[config.mk]
export PLATFORM = sky130hd
export DESIGN_NAME = sevenseg_scan_ctrl
export DESIGN_NICKNAME = d
export VERILOG_FILES = /design/src/rtl/sevenseg_pkg.sv /design/src/rtl/sevenseg_pwm.sv /design/src/rtl/sevenseg_scan_ctrl.sv
export SDC_FILE = /design/constraint.sdc
export NUM_CORES = 1
export LEC_CHECK = 0
export CORE_ASPECT_RATIO = 0.5
export CORE_MARGIN = 10
export CORE_UTILIZATION = 40
export DETAILED_ROUTE_END_ITERATION = 10
export PLACE_DENSITY_LB_ADDON = 0.08
export SKIP_LAST_GASP = 1
export SYNTH_ARGS = -nofsm -noshare
export SYNTH_HDL_FRONTEND = slang
export SYNTH_HIERARCHICAL = 1
export SYNTH_SLANG_ARGS = --single-unit
[constraint.sdc]
create_clock -name clk -period 3.6 [get_ports clk]
set_input_delay 0.36 -clock clk [delete_from_list [all_inputs] [get_ports clk]]
set_output_delay 0.36 -clock clk [all_outputs]
set_load 0.005 [all_outputs]
[src/rtl/sevenseg_pkg.sv]
`default_nettype none
// ============================================================================
// sevenseg_pkg : shared types and constants for the seven-segment scan slice
// Revision     : 1.0
// ============================================================================
package sevenseg_pkg;

    typedef enum logic [0:0] {
        BLANK = 1'b0,
        SHOW  = 1'b1
    } scan_state_t;

    typedef logic [3:0] bcd_t;

    localparam int PWM_WIDTH = 4;

endpackage
`default_nettype wire

[src/rtl/sevenseg_pwm.sv]
`default_nettype none
// ============================================================================
// sevenseg_pwm : brightness compare producing the dim mask during SHOW
// Built only when SEVENSEG_PWM_EN is defined.
// Revision     : 1.0
// ============================================================================
`ifdef SEVENSEG_PWM_EN
module sevenseg_pwm
    import sevenseg_pkg::*;
(
    input  logic                 clk,
    input  logic                 rst,
    input  logic                 load,
    input  logic [PWM_WIDTH-1:0] bright_i,
    output logic                 dim
);

    logic [PWM_WIDTH-1:0] pwm_cnt_q, pwm_cnt_d;
    logic [PWM_WIDTH-1:0] bright_q, bright_d;

    // load arrives on the edge into SHOW, so the first lit cycle sees a cleared count
    always_comb begin
        pwm_cnt_d = pwm_cnt_q + 4'd1;
        bright_d  = bright_q;
        if (load) begin
            pwm_cnt_d = '0;
            bright_d  = bright_i;
        end
    end

    always_ff @(posedge clk) begin
        if (!rst) begin
            pwm_cnt_q <= '0;
            bright_q  <= '0;
        end else begin
            pwm_cnt_q <= pwm_cnt_d;
            bright_q  <= bright_d;
        end
    end

    assign dim = (pwm_cnt_q >= bright_q);

endmodule
`endif
`default_nettype wire

[src/rtl/sevenseg_scan_ctrl.sv]
`default_nettype none
// ============================================================================
// sevenseg_scan_ctrl : two-digit scan FSM with blanking, PWM dim, and
// frame-synchronous BCD double buffer. Optional macro: SEVENSEG_PWM_EN.
// Revision          : 1.0
// ============================================================================
module sevenseg_scan_ctrl
    import sevenseg_pkg::*;
#(
    parameter int DIV_WIDTH    = 16,
    parameter int BLANK_CYCLES = 4
) (
    input  logic                 clk,
    input  logic                 rst,
    input  logic [DIV_WIDTH-1:0] div_i,
    input  logic [PWM_WIDTH-1:0] bright_i,
    input  logic                 upd_valid,
    output logic                 upd_ready,
    input  logic [3:0]           upd_tens,
    input  logic [3:0]           upd_units,
    output logic                 digit_en,
    output logic                 blank,
    output logic [3:0]           tens_bcd,
    output logic [3:0]           units_bcd,
    output logic                 frame_done
);

    localparam logic [7:0] BLANK_LAST = 8'(BLANK_CYCLES - 1);

    scan_state_t          state_q, state_d;
    logic [7:0]           blank_cnt_q, blank_cnt_d;
    logic [DIV_WIDTH-1:0] dwell_cnt_q, dwell_cnt_d;
    logic [DIV_WIDTH-1:0] div_lat_q, div_lat_d;
    logic                 phase_q, phase_d;
    logic                 pending_q, pending_d;
    bcd_t                 shadow_tens_q, shadow_tens_d;
    bcd_t                 shadow_units_q, shadow_units_d;
    bcd_t                 tens_q, tens_d;
    bcd_t                 units_q, units_d;

    logic show_entry;
    logic show_exit;
    logic xfer;
    logic dim;

    // reset-held state already looks like a fresh BLANK; keep the strobe quiet until release
    assign digit_en   = rst && (state_q == BLANK) && (blank_cnt_q == 8'd0);
    assign frame_done = digit_en && !phase_q;
    assign show_entry = (state_q == BLANK) && (blank_cnt_q == BLANK_LAST);
    assign show_exit  = (state_q == SHOW) && (dwell_cnt_q == div_lat_q);
    assign upd_ready  = !pending_q;
    assign xfer       = upd_valid && upd_ready;
    assign blank      = (state_q == BLANK) || dim;
    assign tens_bcd   = tens_q;
    assign units_bcd  = units_q;

`ifdef SEVENSEG_PWM_EN
    logic pwm_dim;

    sevenseg_pwm u_pwm (
        .clk      (clk),
        .rst      (rst),
        .load     (show_entry),
        .bright_i (bright_i),
        .dim      (pwm_dim)
    );

    assign dim = (state_q == SHOW) && pwm_dim;
`else
    logic unused_bright;
    assign unused_bright = ^bright_i;
    assign dim           = 1'b0;
`endif

    always_comb begin
        state_d        = state_q;
        blank_cnt_d    = blank_cnt_q;
        dwell_cnt_d    = dwell_cnt_q;
        div_lat_d      = div_lat_q;
        phase_d        = phase_q;
        pending_d      = pending_q;
        shadow_tens_d  = shadow_tens_q;
        shadow_units_d = shadow_units_q;
        tens_d         = tens_q;
        units_d        = units_q;

        case (state_q)
            BLANK: begin
                blank_cnt_d = blank_cnt_q + 8'd1;
                if (show_entry) begin
                    state_d     = SHOW;
                    blank_cnt_d = 8'd0;
                    dwell_cnt_d = '0;
                    div_lat_d   = div_i;
                end
            end
            SHOW: begin
                dwell_cnt_d = dwell_cnt_q + DIV_WIDTH'(1);
                if (show_exit) begin
                    state_d = BLANK;
                end
            end
            default: state_d = BLANK;
        endcase

        if (digit_en) begin
            phase_d = !phase_q;
        end

        // commit and capture can never coincide: one needs pending, the other needs it clear
        if (frame_done && pending_q) begin
            tens_d    = shadow_tens_q;
            units_d   = shadow_units_q;
            pending_d = 1'b0;
        end
        if (xfer) begin
            shadow_tens_d  = upd_tens;
            shadow_units_d = upd_units;
            pending_d      = 1'b1;
        end
    end

    always_ff @(posedge clk) begin
        if (!rst) begin
            state_q        <= BLANK;
            blank_cnt_q    <= 8'd0;
            dwell_cnt_q    <= '0;
            div_lat_q      <= '0;
            phase_q        <= 1'b1;
            pending_q      <= 1'b0;
            shadow_tens_q  <= '0;
            shadow_units_q <= '0;
            tens_q         <= '0;
            units_q        <= '0;
        end else begin
            state_q        <= state_d;
            blank_cnt_q    <= blank_cnt_d;
            dwell_cnt_q    <= dwell_cnt_d;
            div_lat_q      <= div_lat_d;
            phase_q        <= phase_d;
            pending_q      <= pending_d;
            shadow_tens_q  <= shadow_tens_d;
            shadow_units_q <= shadow_units_d;
            tens_q         <= tens_d;
            units_q        <= units_d;
        end
    end

endmodule
`default_nettype wire

Word-level counts from Yosys, hierarchy flattened
Cells that the tools add are included.

operators by class
  add/subtract/negate cells = 2
  equal/unequal tests = 3
  reduce and logical (&&, ||, !) cells = 12
  multiplexer cells = 8
  bitwise operators = 1

operators with widths
  cell                                                 count
  case mux 16 bit (2 select lines)                     1
  adder 16 x 1 -> 16 bit, second input constant        1
  equality test 16 bit                                 1
  2-to-1 mux 16 bit                                    1
  adder 8 x 1 -> 8 bit, second input constant          1
  equality test 8 x 2 -> 1 bit, second input constant  1
  logical NOT 8 bit                                    1
  2-to-1 mux 8 bit                                     1
  logical AND 1 bit                                    7
  2-to-1 mux 1 bit                                     4
  logical NOT 1 bit                                    2
  != test 2 x 1 -> 1 bit, second input constant        1
  case mux 1 bit (2 select lines)                      1
  AND reduction 2 bit                                  1
  nonzero test 2 bit                                   1
  NOT 1 bit                                            1

word-level totals
  output and inout bits = 12
  input port bits = 31
  flip-flop bits (word level) = 59

Longest topological paths before layout
  depth after elaboration = 7
  mapped depth = 7

Worst setup path after synthesis
Ideal clock, no wire load.

  path type = reg-to-reg
  from = register dwell_cnt_q[0]
  to = register dwell_cnt_q[14]
  data required time = 3.530 ns
  arrival time = 1.492 ns
  clock period less this slack = 1.562 ns
  library setup time = 0.070 ns
  path slack = 2.038 ns
  stages on the path, launching flop included = 6
  buffers on the path = 0
  cell sequence = dfxtp_1 ha_1 and4_1 nand2_1 or4_1 a21boi_1

on the way
  word-level cells in the longest chain between the ends = 2

RTL lines
  item                              RTL line                   source
  from (decl)                       sevenseg_scan_ctrl.sv:32   logic [DIV_WIDTH-1:0] dwell_cnt_q, dwell_cnt_d;
  from (signal assigned)            sevenseg_scan_ctrl.sv:138  dwell_cnt_q <= dwell_cnt_d;
  adder 16 x 1 -> 16 bit            sevenseg_scan_ctrl.sv:98   dwell_cnt_d = dwell_cnt_q + DIV_WIDTH'(1);
  case mux 16 bit (2 select lines)  sevenseg_scan_ctrl.sv:87   case (state_q)

Every way passes these cells.
A chain may end at the register's enable or synchronous reset.

Worst setup path after layout
  from = register blank_cnt_q[5]
  to = output port frame_done

on the way
  word-level cells in the longest chain between the ends = 3

RTL lines
  item                    RTL line                   source
  from (decl)             sevenseg_scan_ctrl.sv:31   logic [7:0] blank_cnt_q, blank_cnt_d;
  from (signal assigned)  sevenseg_scan_ctrl.sv:137  blank_cnt_q <= blank_cnt_d;
  logical NOT 8 bit       sevenseg_scan_ctrl.sv:47   assign digit_en = rst && (state_q == BLANK) && (blank_cnt_q == 8'd0);
  logical AND 1 bit       sevenseg_scan_ctrl.sv:47
  logical AND 1 bit       sevenseg_scan_ctrl.sv:48   assign frame_done = digit_en && !phase_q;
  to (decl)               sevenseg_scan_ctrl.sv:25   output logic frame_done

Every way passes these cells.

==> impl_metrics.json <==
{
  "outcome": "finished clean",
  "cts_setup_buffers": 0,
  "critPathTopFamily": "simple AND/OR/NAND/NOR gates",
  "max_freq_mhz": 438.1,
  "power.density_mw_per_mm2": 543.9,
  "use_met2": 0.1665,
  "antenna_found_initial": 0,
  "path_class": "reg2out",
  "synth.largest_area_cell": "dfxtp_1",
  "synth_ff_type": "dfxtp_1",
  "cts_resized": 0,
  "grt.overflow.total": 0,
  "dp_slack_ns": 1.384,
  "hold_buffers": 0,
  "design_area_mm2": 0.003416,
  "final_common_cell": "dfxtp_1",
  "synth_nets": 324,
  "synth_top_area_share": 0.4405,
  "start_util": 0.4269,
  "synth-seq-cells": 59,
  "p_leak_nw": 1.295,
  "drt_wl_total_um": 5803,
  "clockBufferDepth": 2,
  "io_buffers": 38,
  "start_kind": "register",
  "ant_nets": 0,
  "netlist_area_mm2": 0.002681,
  "mostFrequentLayoutCells": "dfxtp_1, nand2_1, clkdlybuf4s50_1",
  "busiest_layer": "met2",
  "grt_pass1_vias": 2073,
  "root_buffer": "clkbuf_16",
  "hold_violations": 0,
  "cp.arrival_ns": 1.92,
  "cts_tree": "done",
  "chipWidth_um": 135.8,
  "place_area_mm2": 0.003123,
  "met3_usage": 0.06362,
  "max-vdd-ir-drop_uv": 268.6,
  "relSlewSlack": 0.3617,
  "drtIter0Drc": 122,
  "cts.sinks": 59,
  "dp_hpwl_um": 4022,
  "syn_inst": 290,
  "die_y_um": 77.90,
  "async_flop_share": 0,
  "grt.total_usage": 0.1150,
  "ys_types": 48,
  "clkTransAtPathRegs_ns": 0.05,
  "rsz0062_at_grt": "false",
  "critPathRequiredTime_ns": 3.24,
  "fin_tns_setup_ns": 0,
  "timing.final.ws_setup_ns": 1.317,
  "ctsHtreeMaxLevel": 3,
  "path_buf_inv": 1,
  "min_period_ns": 2.283,
  "dieArea_mm2": 0.01058,
  "fin_nets": 362,
  "synth_edf_count": 0,
  "grtUsageMet1": 0.1386,
  "slowest_delay_ns": 0.52,
  "vias": 2104,
  "worst_setup_path_end_kind": "output pin",
  "synth.avg_cell_area_um2": 9.246,
  "worstPathCellList": "nor4_4 -> nand3_1 -> nor2_1 -> clkdlybuf4s50_1",
  "grt_first_pass_wirelength_um": 9729,
  "setup_viol": 0,
  "layout-drive-gt1-share": 0.07808,
  "hold_class": "reg2reg",
  "worst_slew_pin_slew_ns": 0.9555,
  "drc_errors": 0,
  "final_core_util": 0.5438,
  "grt_max_degree": 52,
  "gp_congestion": 0.7276,
  "min_period_over_period": 0.6341,
  "synth-seq-area-share": 0.4405,
  "fp-row-count": 20,
  "cp_slowest_cell": "clkdlybuf4s50_1",
  "yosys_warnings": 6,
  "drv_slew": 0,
  "area_delta_synth_final_pct": 27.39,
  "finalClockSkew_ns": 0.005778,
  "firstDrtPassIters": 4,
  "vias_per_cell": 4.998,
  "diodes": 0,
  "cp_max_fo": 5,
  "cap_violations": 0,
  "wl_per_cell_um": 13.78,
  "core_region_area_mm2": 0.006281,
  "clock_latency_ns": 0.33,
  "cts_made_buffers": 9,
  "netlist_top_cells_area": "dfxtp_1, xnor2_1, nand2_1, mux2i_1, nor2b_1",
  "ioPinCount": 43
}
## power by group
group,switching [mW],total [mW],leakage (nW),internal [mW]
Clock,0.286,0.825,0.146,0.539
Combinational,0.139,0.283,0.671,0.144
Sequential,0.0460,0.749,0.478,0.703
## synthesized netlist by cell type (all sizes together) (5+ instances only)
cell type,count
xnor2,20
nor2b,19
mux2i,16
nand4,6
a21boi,24
and3,8
nand2,46
o21a,6
dfxtp,59
buf,5
nand3,8
nor2,16
clkbuf,8
xor2,5
inv,6
## worst paths after layout
check / endpoint / cells past startpoint / slack (ns) / from
setup / recovery: frame_done / 4 / 1.32 / blank_cnt_q[5]
hold reg to reg: div_lat_q[10] / 2 / 0.47 / div_lat_q[10]
setup reg to reg: dwell_cnt_q[14] / 4 / 1.76 / state_q
hold / removal: div_lat_q[10] / 2 / 0.47 / div_lat_q[10]
## registers in the layout (all words and copies together) (netlist names)
signal,flops
div_lat_q,16
phase_q,1
dwell_cnt_q,16
shadow_tens_q,4
shadow_units_q,4
blank_cnt_q,8
units_bcd,4
tens_bcd,4
pending_q,1
state_q,1
## metrics by stage
| stage | hold slack, ns | power (mW) | instances |
|---|---|---|---|
| after global routing | 0.4930 | 1.948 | 421 |
| after floorplan | 0.4475 | 0.9522 | 290 |
| final | 0.4661 | 1.858 | 421 |
| after detailed placement | 0.4628 | 1.050 | 405 |
| after global placement | 0.4592 | 1.043 | 405 |
| after CTS | 0.4697 | 1.880 | 421 |
## cell type report
type,instances,area [um2]
multi-input cells,212,1414
well taps,88,110.1
flip-flops and latches,59,1181
fillers,570,2865
repair buffers,40,395.4
clock inverters,1,5.005
clock buffers,15,287.8
inverters,6,22.52
## worst register-to-register path, cell delays in order, from the launching register on
cell and delay (ns):
dfxtp_1 0.57, and4_1 0.37, nand2_1 0.14, or4_1 0.53, a21boi_1 0.15
## logic make-up (layout without fill, tap and decap cells)
family                   Yosys count  in the layout  share of synthesized area
buffers and inverters             19             62                    0.03220
AO/OA/AOI/OAI                     42             42                     0.1167
XOR/XNOR                          25             25                    0.08166
flip-flops                        59             59                     0.4405
multiplexers                      16             16                    0.05973
adder cells (fa/ha/maj)            3              3                    0.01400
AND/OR/NAND/NOR                  126            126                     0.2553
## per-layer routing
metal / part of all wire / wire (um)
met2: 0.44 / 2551
met4: 0.013 / 76
met3: 0.069 / 399
met5: 0 / 0
met1: 0.48 / 2775
(Power assumes the default switching activity.)
